`src/rtl/mem_port_arbiter_if.sv`:
```
// Load-issue, store-commit and d-cache request bundle of the memory port arbiter.
// master = core/cache side driving requests, slave = the arbiter.
interface mem_port_arbiter_if #(
  parameter int ADDR_WIDTH = 32,
  parameter int DATA_WIDTH = 32,
  parameter int TAG_WIDTH  = 6,
  parameter int SB_DEPTH   = 4
);
  localparam int CNT_W = $clog2(SB_DEPTH) + 1;

  logic                  ld_req_valid;
  logic [ADDR_WIDTH-1:0] ld_req_addr;
  logic [TAG_WIDTH-1:0]  ld_req_tag;
  logic                  ld_req_ready;

  logic                  st_commit_valid;
  logic [ADDR_WIDTH-1:0] st_commit_addr;
  logic [DATA_WIDTH-1:0] st_commit_data;
  logic                  st_commit_ready;

  logic                  flush;
  logic                  cache_stall;

  logic                  cache_valid;
  logic                  cache_write;
  logic [ADDR_WIDTH-1:0] cache_addr;
  logic [DATA_WIDTH-1:0] cache_data;
  logic [TAG_WIDTH-1:0]  cache_tag;

  logic                  sb_empty;
  logic [CNT_W-1:0]      sb_count;

  modport master (
    output ld_req_valid, ld_req_addr, ld_req_tag,
    output st_commit_valid, st_commit_addr, st_commit_data,
    output flush, cache_stall,
    input  ld_req_ready, st_commit_ready,
    input  cache_valid, cache_write, cache_addr, cache_data, cache_tag,
    input  sb_empty, sb_count
  );

  modport slave (
    input  ld_req_valid, ld_req_addr, ld_req_tag,
    input  st_commit_valid, st_commit_addr, st_commit_data,
    input  flush, cache_stall,
    output ld_req_ready, st_commit_ready,
    output cache_valid, cache_write, cache_addr, cache_data, cache_tag,
    output sb_empty, sb_count
  );
endinterface

```
`src/rtl/mem_port_arbiter.sv`:
```
// Arbitrates loads vs buffered committed stores onto one d-cache port; request is registered (1 cycle).
// Backpressure: ld_req_ready only on a load grant, st_commit_ready = !full, cache_stall freezes everything.
module mem_port_arbiter #(
  parameter int ADDR_WIDTH   = 32,
  parameter int DATA_WIDTH   = 32,
  parameter int TAG_WIDTH    = 6,
  parameter int SB_DEPTH     = 4,
  parameter int STARVE_LIMIT = 4
) (
  input logic               clk,
  input logic               rst_n,
  mem_port_arbiter_if.slave bus
);
  localparam int PW = $clog2(SB_DEPTH);
  localparam int CW = PW + 1;
  localparam int SW = $clog2(STARVE_LIMIT + 1);
  localparam logic [CW-1:0] HALF = CW'(SB_DEPTH / 2);
  localparam logic [SW-1:0] SLIM = SW'(STARVE_LIMIT);

  typedef enum logic {NORMAL, DRAIN} state_t;

  typedef struct packed {
    logic [ADDR_WIDTH-1:0] addr;
    logic [DATA_WIDTH-1:0] data;
  } sb_ent_t;

  sb_ent_t               sb_mem [SB_DEPTH];
  logic [PW:0]           wr_ptr, rd_ptr, scan_ptr;
  logic [CW-1:0]         sb_cnt, sb_cnt_nxt;
  state_t                state;
  logic [SW-1:0]         starve_cnt;
  logic                  live;
  logic                  full, empty, commit, conflict;
  logic                  ld_cand, st_cand, st_grant, ld_grant;

  logic                  cache_valid_q, cache_write_q;
  logic [ADDR_WIDTH-1:0] cache_addr_q;
  logic [DATA_WIDTH-1:0] cache_data_q;
  logic [TAG_WIDTH-1:0]  cache_tag_q;

  assign sb_cnt = wr_ptr - rd_ptr;
  assign empty  = (wr_ptr == rd_ptr);
  assign full   = (wr_ptr[PW-1:0] == rd_ptr[PW-1:0]) && (wr_ptr[PW] != rd_ptr[PW]);
  assign commit = bus.st_commit_valid && !full;

  // A load may not overtake any older store to the same address, including one arriving now.
  always_comb begin
    conflict = bus.st_commit_valid && (bus.st_commit_addr == bus.ld_req_addr);
    scan_ptr = rd_ptr;
    for (int i = 0; i < SB_DEPTH; i++) begin
      scan_ptr = rd_ptr + CW'(i);
      if ((CW'(i) < sb_cnt) && (sb_mem[scan_ptr[PW-1:0]].addr == bus.ld_req_addr))
        conflict = 1'b1;
    end
  end

  assign ld_cand    = bus.ld_req_valid && !conflict && !bus.flush;
  assign st_cand    = !empty;
  assign st_grant   = live && !bus.cache_stall && st_cand &&
                      ((state == DRAIN) || (starve_cnt >= SLIM) || !ld_cand);
  assign ld_grant   = live && !bus.cache_stall && ld_cand && !st_grant;
  assign sb_cnt_nxt = sb_cnt + CW'(commit) - CW'(st_grant);

  always_ff @(posedge clk) begin
    if (commit)
      sb_mem[wr_ptr[PW-1:0]] <= '{addr: bus.st_commit_addr, data: bus.st_commit_data};
  end

  // live holds off grants for the first cycle after reset release.
  always_ff @(posedge clk or negedge rst_n) begin
    if (!rst_n) begin
      wr_ptr        <= '0;
      rd_ptr        <= '0;
      state         <= NORMAL;
      starve_cnt    <= '0;
      live          <= 1'b0;
      cache_valid_q <= 1'b0;
      cache_write_q <= 1'b0;
      cache_addr_q  <= '0;
      cache_data_q  <= '0;
      cache_tag_q   <= '0;
    end else begin
      live <= 1'b1;
      if (commit)
        wr_ptr <= wr_ptr + 1'b1;
      if (st_grant)
        rd_ptr <= rd_ptr + 1'b1;

      if (st_grant || empty)
        starve_cnt <= '0;
      else if (ld_grant && (starve_cnt < SLIM))
        starve_cnt <= starve_cnt + 1'b1;

      // Both directions judge occupancy after this cycle's commit/drain.
      case (state)
        NORMAL:  if (sb_cnt_nxt == CW'(SB_DEPTH)) state <= DRAIN;
        DRAIN:   if (sb_cnt_nxt <= HALF)          state <= NORMAL;
        default: state <= NORMAL;
      endcase

      if (!bus.cache_stall) begin
        if (st_grant) begin
          cache_valid_q <= 1'b1;
          cache_write_q <= 1'b1;
          cache_addr_q  <= sb_mem[rd_ptr[PW-1:0]].addr;
          cache_data_q  <= sb_mem[rd_ptr[PW-1:0]].data;
          cache_tag_q   <= '0;
        end else if (ld_grant) begin
          cache_valid_q <= 1'b1;
          cache_write_q <= 1'b0;
          cache_addr_q  <= bus.ld_req_addr;
          cache_data_q  <= '0;
          cache_tag_q   <= bus.ld_req_tag;
        end else begin
          cache_valid_q <= 1'b0;
          cache_write_q <= 1'b0;
          cache_addr_q  <= '0;
          cache_data_q  <= '0;
          cache_tag_q   <= '0;
        end
      end
    end
  end

  assign bus.ld_req_ready    = ld_grant;
  assign bus.st_commit_ready = !full;
  assign bus.cache_valid     = cache_valid_q;
  assign bus.cache_write     = cache_write_q;
  assign bus.cache_addr      = cache_addr_q;
  assign bus.cache_data      = cache_data_q;
  assign bus.cache_tag       = cache_tag_q;
  assign bus.sb_empty        = empty;
  assign bus.sb_count        = sb_cnt;
endmodule

```
`src/flat_wrapper.sv`:
```
// flat-port wrapper written by rule: the top's interface ports become plain ports
module mem_port_arbiter_flat 
#(
  parameter int ADDR_WIDTH   = 32,
  parameter int DATA_WIDTH   = 32,
  parameter int TAG_WIDTH    = 6,
  parameter int SB_DEPTH     = 4,
  parameter int STARVE_LIMIT = 4
)
  (clk, rst_n, bus_ld_req_valid, bus_ld_req_addr, bus_ld_req_tag, bus_st_commit_valid, bus_st_commit_addr, bus_st_commit_data, bus_flush, bus_cache_stall, bus_ld_req_ready, bus_st_commit_ready, bus_cache_valid, bus_cache_write, bus_cache_addr, bus_cache_data, bus_cache_tag, bus_sb_empty, bus_sb_count);
  mem_port_arbiter_if #(.ADDR_WIDTH(ADDR_WIDTH), .DATA_WIDTH(DATA_WIDTH), .TAG_WIDTH(TAG_WIDTH), .SB_DEPTH(SB_DEPTH)) bus_i ();
  input logic clk;
  input logic rst_n;
  input wire logic [$bits(bus_i.ld_req_valid)-1:0] bus_ld_req_valid;
  input wire logic [$bits(bus_i.ld_req_addr)-1:0] bus_ld_req_addr;
  input wire logic [$bits(bus_i.ld_req_tag)-1:0] bus_ld_req_tag;
  input wire logic [$bits(bus_i.st_commit_valid)-1:0] bus_st_commit_valid;
  input wire logic [$bits(bus_i.st_commit_addr)-1:0] bus_st_commit_addr;
  input wire logic [$bits(bus_i.st_commit_data)-1:0] bus_st_commit_data;
  input wire logic [$bits(bus_i.flush)-1:0] bus_flush;
  input wire logic [$bits(bus_i.cache_stall)-1:0] bus_cache_stall;
  output wire logic [$bits(bus_i.ld_req_ready)-1:0] bus_ld_req_ready;
  output wire logic [$bits(bus_i.st_commit_ready)-1:0] bus_st_commit_ready;
  output wire logic [$bits(bus_i.cache_valid)-1:0] bus_cache_valid;
  output wire logic [$bits(bus_i.cache_write)-1:0] bus_cache_write;
  output wire logic [$bits(bus_i.cache_addr)-1:0] bus_cache_addr;
  output wire logic [$bits(bus_i.cache_data)-1:0] bus_cache_data;
  output wire logic [$bits(bus_i.cache_tag)-1:0] bus_cache_tag;
  output wire logic [$bits(bus_i.sb_empty)-1:0] bus_sb_empty;
  output wire logic [$bits(bus_i.sb_count)-1:0] bus_sb_count;
  assign bus_i.ld_req_valid = bus_ld_req_valid;
  assign bus_i.ld_req_addr = bus_ld_req_addr;
  assign bus_i.ld_req_tag = bus_ld_req_tag;
  assign bus_i.st_commit_valid = bus_st_commit_valid;
  assign bus_i.st_commit_addr = bus_st_commit_addr;
  assign bus_i.st_commit_data = bus_st_commit_data;
  assign bus_i.flush = bus_flush;
  assign bus_i.cache_stall = bus_cache_stall;
  assign bus_ld_req_ready = bus_i.ld_req_ready;
  assign bus_st_commit_ready = bus_i.st_commit_ready;
  assign bus_cache_valid = bus_i.cache_valid;
  assign bus_cache_write = bus_i.cache_write;
  assign bus_cache_addr = bus_i.cache_addr;
  assign bus_cache_data = bus_i.cache_data;
  assign bus_cache_tag = bus_i.cache_tag;
  assign bus_sb_empty = bus_i.sb_empty;
  assign bus_sb_count = bus_i.sb_count;
  mem_port_arbiter #(.ADDR_WIDTH(ADDR_WIDTH), .DATA_WIDTH(DATA_WIDTH), .TAG_WIDTH(TAG_WIDTH), .SB_DEPTH(SB_DEPTH), .STARVE_LIMIT(STARVE_LIMIT)) u_core (.clk(clk), .rst_n(rst_n), .bus(bus_i));
endmodule
```
`config.mk`:
```
export PLATFORM = sky130hd
export DESIGN_NAME = mem_port_arbiter_flat
export DESIGN_NICKNAME = d
export VERILOG_FILES = /design/src/rtl/mem_port_arbiter_if.sv /design/src/rtl/mem_port_arbiter.sv /design/src/flat_wrapper.sv
export SDC_FILE = /design/constraint.sdc
export NUM_CORES = 1
export LEC_CHECK = 0
export ABC_CLOCK_PERIOD_IN_PS = 5400
export CAP_MARGIN = 15
export CORE_MARGIN = 5
export CORE_UTILIZATION = 45
export DETAILED_ROUTE_END_ITERATION = 10
export GPL_TIMING_DRIVEN = 1
export PLACE_DENSITY = 0.8
export SYNTH_ARGS = -nofsm -noshare
export SYNTH_HDL_FRONTEND = slang
export SYNTH_SLANG_ARGS = --single-unit
```
`constraint.sdc`:
```
create_clock -name clk -period 5.4 [get_ports clk]
set_clock_uncertainty 0.15 [all_clocks]
set_input_delay 1.62 -clock clk [delete_from_list [all_inputs] [get_ports clk]]
set_output_delay 1.62 -clock clk [all_outputs]
set_load 0.01 [all_outputs]
```
Word level (Yosys, flattened, before mapping)
Memory sizes are Yosys's and may differ from the RTL's.
Cells that the tools add are included.
{ "totals": {"out_inout_bits": 78, "n_memories": 1, "in_bits": 108, "latchBits": 0, "mem_bits_ro": 0, "register_bits": 83, "ramBits": 256} }
{ "mem_list": {"columns": ["memory", "depth", "width", "rd", "rd_ports_with_merged_regs", "wr", "line_no", "rtl"], "rows": [
  ["u_core.sb_mem", 4, 64, 4, 0, 1, "mem_port_arbiter.sv:27", "sb_ent_t sb_mem [SB_DEPTH];"]
]} }
{ "op_classes": {"multipliers": 0, "order_cmp": 7, "bitwise": 1, "n_mux": 19, "reduce_logical": 26, "n_addsub": 8, "n_eq_ne": 9, "shift": 0, "div": 0} }
{ "ops": {"columns": ["op", "count"], "rows": [
  ["$eq A32 B32 Y1", 5],
  ["$mux W32", 3],
  ["$logic_and A1 B1 Y1", 15],
  ["$mux W6", 2],
  ["$mux W1", 11],
  ["$add A3 B1 Y3 const B", 3],
  ["$logic_not A1 Y1", 7],
  ["$lt A1 B3 Y1 const A", 2],
  ["$lt A2 B3 Y1 const A", 2],
  ["$mux W3", 2],
  ["$add A2 B2 Y2 const B", 2],
  ["$add A3 B1 Y3", 1],
  ["$eq A3 B3 Y1", 1],
  ["$eq A3 B3 Y1 const B", 1],
  ["$ge A3 B3 Y1 const B", 1],
  ["$le A3 B2 Y1 const B", 1],
  ["$logic_or A1 B1 Y1", 3],
  ["$lt A3 B3 Y1 const B", 1],
  ["$sub A3 B1 Y3", 1],
  ["$sub A3 B3 Y3", 1],
  ["$eq A2 B2 Y1", 1],
  ["$pmux W1 S2", 1],
  ["$reduce_bool A2 Y1", 1],
  ["$ne A1 B1 Y1", 1],
  ["$not A1 Y1", 1]
]} }

Logic depth before layout (Yosys ltp)
{ "logic_depth": {"word_depth": 18, "ltp_mapped": 24} }

Worst setup path after synthesis
No wires, ideal clock.
{ "synth_path": {"path_kind": "in2out", "from": "input port bus_ld_req_addr[7]", "to": "output port bus_ld_req_ready", "setup_slack_ns": -0.086, "t_arrival_ns": 3.716, "cell_stages": 10, "path_buffers": 3, "t_required_ns": 3.630, "path_cell_list": "clkbuf_1 -> o22ai_1 -> o32a_1 -> a2111o_1 -> or4_1 -> o21ai_1 -> nand4bb_1 -> buf_6 -> nor2_2 -> buf_1"} }
{ "synth_between": {"elab_chain_cells": 14, "word_cells_on_any_way": 23, "classes_between": "5 x eq/ne; 4 x mux; 14 x reduce/logical"} }
{ "synth_rtl": {"columns": ["element", "line_no", "rtl"], "rows": [
  ["start: declaration", "flat_wrapper.sv:15", "input wire logic [$bits(bus_i.ld_req_addr)-1:0] bus_ld_req_addr;"],
  ["$eq A32 B32 Y1, on equally long branches", "mem_port_arbiter.sv:48, mem_port_arbiter.sv:52", null],
  ["$logic_and A1 B1 Y1, on equally long branches", "mem_port_arbiter.sv:48, mem_port_arbiter.sv:52", null],
  ["$mux W1 (3 in series)", "mem_port_arbiter.sv:52", "if ((CW'(i) < sb_cnt) && (sb_mem[scan_ptr[PW-1:0]].addr == bus.ld_req_addr))"],
  ["$mux W1 (*)", "mem_port_arbiter.sv:52", null],
  ["$logic_not A1 Y1 (*)", "mem_port_arbiter.sv:57", "assign ld_cand = bus.ld_req_valid && !conflict && !bus.flush;"],
  ["$logic_and A1 B1 Y1 (*) (2 in series)", "mem_port_arbiter.sv:57", null],
  ["$logic_not A1 Y1", "mem_port_arbiter.sv:60", "((state == DRAIN) || (starve_cnt >= SLIM) || !ld_cand);"],
  ["$logic_or A1 B1 Y1", "mem_port_arbiter.sv:60", null],
  ["$logic_and A1 B1 Y1", "mem_port_arbiter.sv:59", "assign st_grant = live && !bus.cache_stall && st_cand &&"],
  ["$logic_not A1 Y1", "mem_port_arbiter.sv:61", "assign ld_grant = live && !bus.cache_stall && ld_cand && !st_grant;"],
  ["$logic_and A1 B1 Y1 (*)", "mem_port_arbiter.sv:61", null],
  ["end: declaration", "flat_wrapper.sv:22", "output wire logic [$bits(bus_i.ld_req_ready)-1:0] bus_ld_req_ready;"]
]} }
Every way passes the cells marked *; elsewhere a longest branch is shown, timed or not.

Worst setup path after layout
{ "layout_path": {"from": "input port bus_st_commit_addr[2]", "to": "output port bus_ld_req_ready"} }
{ "layout_between": {"elab_chain_cells": 14, "word_cells_on_any_way": 15, "classes_between": "1 x eq/ne; 4 x mux; 10 x reduce/logical"} }
{ "layout_rtl": {"columns": ["element", "line_no", "rtl"], "rows": [
  ["start: declaration", "flat_wrapper.sv:18", "input wire logic [$bits(bus_i.st_commit_addr)-1:0] bus_st_commit_addr;"],
  ["$eq A32 B32 Y1 (*)", "mem_port_arbiter.sv:48", "conflict = bus.st_commit_valid && (bus.st_commit_addr == bus.ld_req_addr);"],
  ["$logic_and A1 B1 Y1 (*)", "mem_port_arbiter.sv:48", null],
  ["$mux W1 (*) (4 in series)", "mem_port_arbiter.sv:52", null],
  ["$logic_not A1 Y1 (*)", "mem_port_arbiter.sv:57", null],
  ["$logic_and A1 B1 Y1 (*) (2 in series)", "mem_port_arbiter.sv:57", null],
  ["$logic_not A1 Y1", "mem_port_arbiter.sv:60", null],
  ["$logic_or A1 B1 Y1", "mem_port_arbiter.sv:60", null],
  ["$logic_and A1 B1 Y1", "mem_port_arbiter.sv:59", null],
  ["$logic_not A1 Y1", "mem_port_arbiter.sv:61", null],
  ["$logic_and A1 B1 Y1 (*)", "mem_port_arbiter.sv:61", null]
]} }
Marked as above.

==> impl_metrics.tcl <==
set metrics [dict create \
    dieArea_sq_um 43100 \
    synth_area_leaders "edfxtp_1, mux4_2, dfrtp_1, xnor2_1, mux2i_1" \
    yosysWarnings 0 \
    place_ws_ns -0.849 \
    port_buffers 185 \
    synth_ff_type "edfxtp_1" \
    synth_seq_cells 339 \
    drive_gt1_share_pct 29.1 \
    clockBufferDepth 3 \
    finalCritPeriodShare_pct 102 \
    tightest_slew_ns 0.917 \
    grtUsageMet1_pct 31.7 \
    slew-limit-headroom_pct 38.8 \
    critPathMaxStageDelay_ns 0.33 \
    dieHeight_um 208 \
    p_leak_nw 8.28 \
    power_density_nw_per_um2 608 \
    yosysTopAreaCell "edfxtp_1" \
    antenna_found_initial 2 \
    overflow 0 \
    synth_area_sq_um 17600 \
    drv_cap 0 \
    die_w_um 208 \
    clk_latency_ns 0.54 \
    hp-class "flop to flop" \
    rrSetupSlack_ns 0.58 \
    grtUsageMet2_pct 38.7 \
    via_per_inst 5.99 \
    cts.sinks 339 \
    start_kind "input port" \
    placed_area_sq_um 21000 \
    drt-total-wl_um 51400 \
    fmax_ghz 0.182 \
    syn-num-nets 1226 \
    synthArstFlopShare_pct 24.5 \
    vias 11800 \
    drt-initial-drc-count 1180 \
    clkTransAtPathRegs_ns 0.06 \
    grt_max_degree 73 \
    yosysSeqAreaShare_pct 55.6 \
    place.gp.congestion 0.965 \
    initial_core_util_pct 45.4 \
    crit_top_cell "nand4_1" \
    cts_made_buffers 37 \
    status "finished with violations" \
    syn_inst 1104 \
    n_fill_cell 2925 \
    cp.arrival_ns 3.72 \
    area_growth_pct 28.0 \
    worstPathRequired_ns 3.63 \
    cp_cell_sequence "dlygate4sd2_1, xnor2_2, nand4_1, nor4_2, buf_4, nand4_1, nor4_1, or3b_4, nand4bb_4, nor2_4, buf_6" \
    slew_violations 0 \
    grt_util_met3_pct 5.17 \
    setup_viol 1 \
    path_class "input port to output port" \
    htreeDepth 2 \
    slowest_stage "nor4_2" \
    synth.avg_cell_area_sq_um 15.9 \
    failed_checks "setup timing" \
    setup_ws_ns -0.0946 \
    wl_per_cell_um 26.2 \
    path_delay_family "simple AND/OR/NAND/NOR gates" \
    final_common_cell "edfxtp_1" \
    worstPathMaxFanout 2 \
    postRouteAntennaNets 0 \
    grt_usage_pct 23.4 \
    hold_violations 0 \
    core_area_sq_um 38600 \
    crit_buf_inv 3 \
    final_area_sq_um 22500 \
    most-common-layout-cells "edfxtp_1, buf_4, clkdlybuf4s50_1" \
    fp-row-count 72 \
    ir_worst_vdd_uv 344 \
    cts-root-buf "clkbuf_16" \
    drc 0 \
    grt_pass1_vias 12300 \
    cts_tree "yes" \
    rsz0062_at_grt "yes" \
    min_period_ns 5.49 \
    end_kind "output port" \
    busiest_layer "met2" \
    drtPass1Iterations 5 \
    synth_cell_types 65 \
    synth_top_area_share_pct 43.8 \
    grt_pass1_wl_um 77600 \
    dp_hpwl_um 36600 \
    top_level_ports 186 \
    synth_edf_count 256 \
    finalNetCount 1535 \
]
## cell usage after synthesis (all sizes together), types with 2 or more instances
cell and instances:
a2111oi 2, a211oi 3, a21o 2, a21oi 15, a221o 34, a22o 40, a22oi 4, a31oi 2
and2 34, and3 4, buf 52, clkbuf 43, dfrtp 83, edfxtp 256, fa 2, ha 12
inv 12, mux2 7, mux2i 61, mux4 132, nand2 23, nand3 8, nand3b 5, nand4 30
nor2 15, nor2b 4, nor3 9, nor4 12, o2111ai 3, o21ai 9, o22ai 8, o2bb2ai 3
o311ai 3, o31ai 3, or4 3, xnor2 116, xor2 34
## repair_timing
action | CTS | global route
buffers inserted | 3 | 3
setup endpoints to repair | 1 | 1
gates resized for setup | 94 | 13
pin swaps | 30 | 10
hold buffers | 0 | 0
## where the power goes
part | internal [mW] | switching, mW
clock | 1.49 | 1.07
combinational | 3.65 | 3.50
sequential | 3.56 | 0.385
## flip-flops by register name, summed over array words and instances (netlist names)
signal and cells:
u_core.rd_ptr 3, u_core.wr_ptr 3, u_core.bus.cache_write 1, u_core.bus.cache_valid 1
u_core.state 1, u_core.sb_mem 256, u_core.bus.cache_addr 32, u_core.starve_cnt 3
u_core.bus.cache_tag 6, u_core.live 1, u_core.bus.cache_data 32
## layout make-up
class | count | area, sq um | share of cell area, %
Multi-Input combinational cell | 657 | 7460 | 33.2
Antenna cell | 2 | 5.00 | 0.0223
Clock buffer | 46 | 1010 | 4.50
Sequential cell | 339 | 9770 | 43.5
Inverter | 13 | 48.8 | 0.217
Timing Repair Buffer | 365 | 3300 | 14.7
Clock inverter | 22 | 226 | 1.01
Tap cell | 518 | 648 | 2.88
## cell families after synthesis
logic type,count (synthesis),share of synthesized area (%)
flops,339,55.6
buf+inv,108,3.34
simple gates,153,4.93
fa+ha+maj,14,1.08
other cells,1,0.0214
mux,200,21.1
compound gates,139,6.46
xor+xnor,150,7.48
## metal layers
metal / vias to the layer above / wire [um]
met4: 2 / 1460
met5: - / 10
met1: 6054 / 20100
met2: 557 / 25300
li1: 5056 / -
met3: 90 / 4550
## path summary, 6_finish.rpt
path	from	end	depth (start not counted)
worst max-delay path	bus_st_commit_addr[2]	bus_ld_req_ready	11
worst min-delay path	u_core.bus.cache_valid	u_core.bus.cache_valid	1
worst max register to register	u_core.rd_ptr[0]	u_core.state	20
worst min register to register	u_core.bus.cache_valid	u_core.bus.cache_valid	1
max in group asynchronous	rst_n	u_core.rd_ptr[1]	2
min in group asynchronous	rst_n	u_core.bus.cache_addr[17]	1
## stage by stage
step / utilization [%] / hold slack [ns] / setup TNS, ns / cells / power, mW
final: 58.1 / 0.335 / -0.0946 / 1962 / 13.7
after detailed placement: 54.3 / 0.325 / -6.24 / 1886 / 10.8
after global placement: 54.3 / 0.326 / -5.01 / 1886 / 10.7
after floorplan: - / 0.311 / 0 / 1104 / 8.16
after CTS: 57.9 / 0.339 / -0.0566 / 1957 / 13.6
after global routing: 58.1 / 0.363 / -0.197 / 1961 / 14.3
## worst register-to-register path, delay by kind of cell (launching register included)
family          cells  cell delay [ns]
fa+ha+maj           4             1.14
mux                 1             0.51
buf+inv             6             0.89
flops               1             0.52
simple gates        5             0.57
compound gates      2             0.37
xor+xnor            2             0.54
Power figures use the tool's default switching activity.
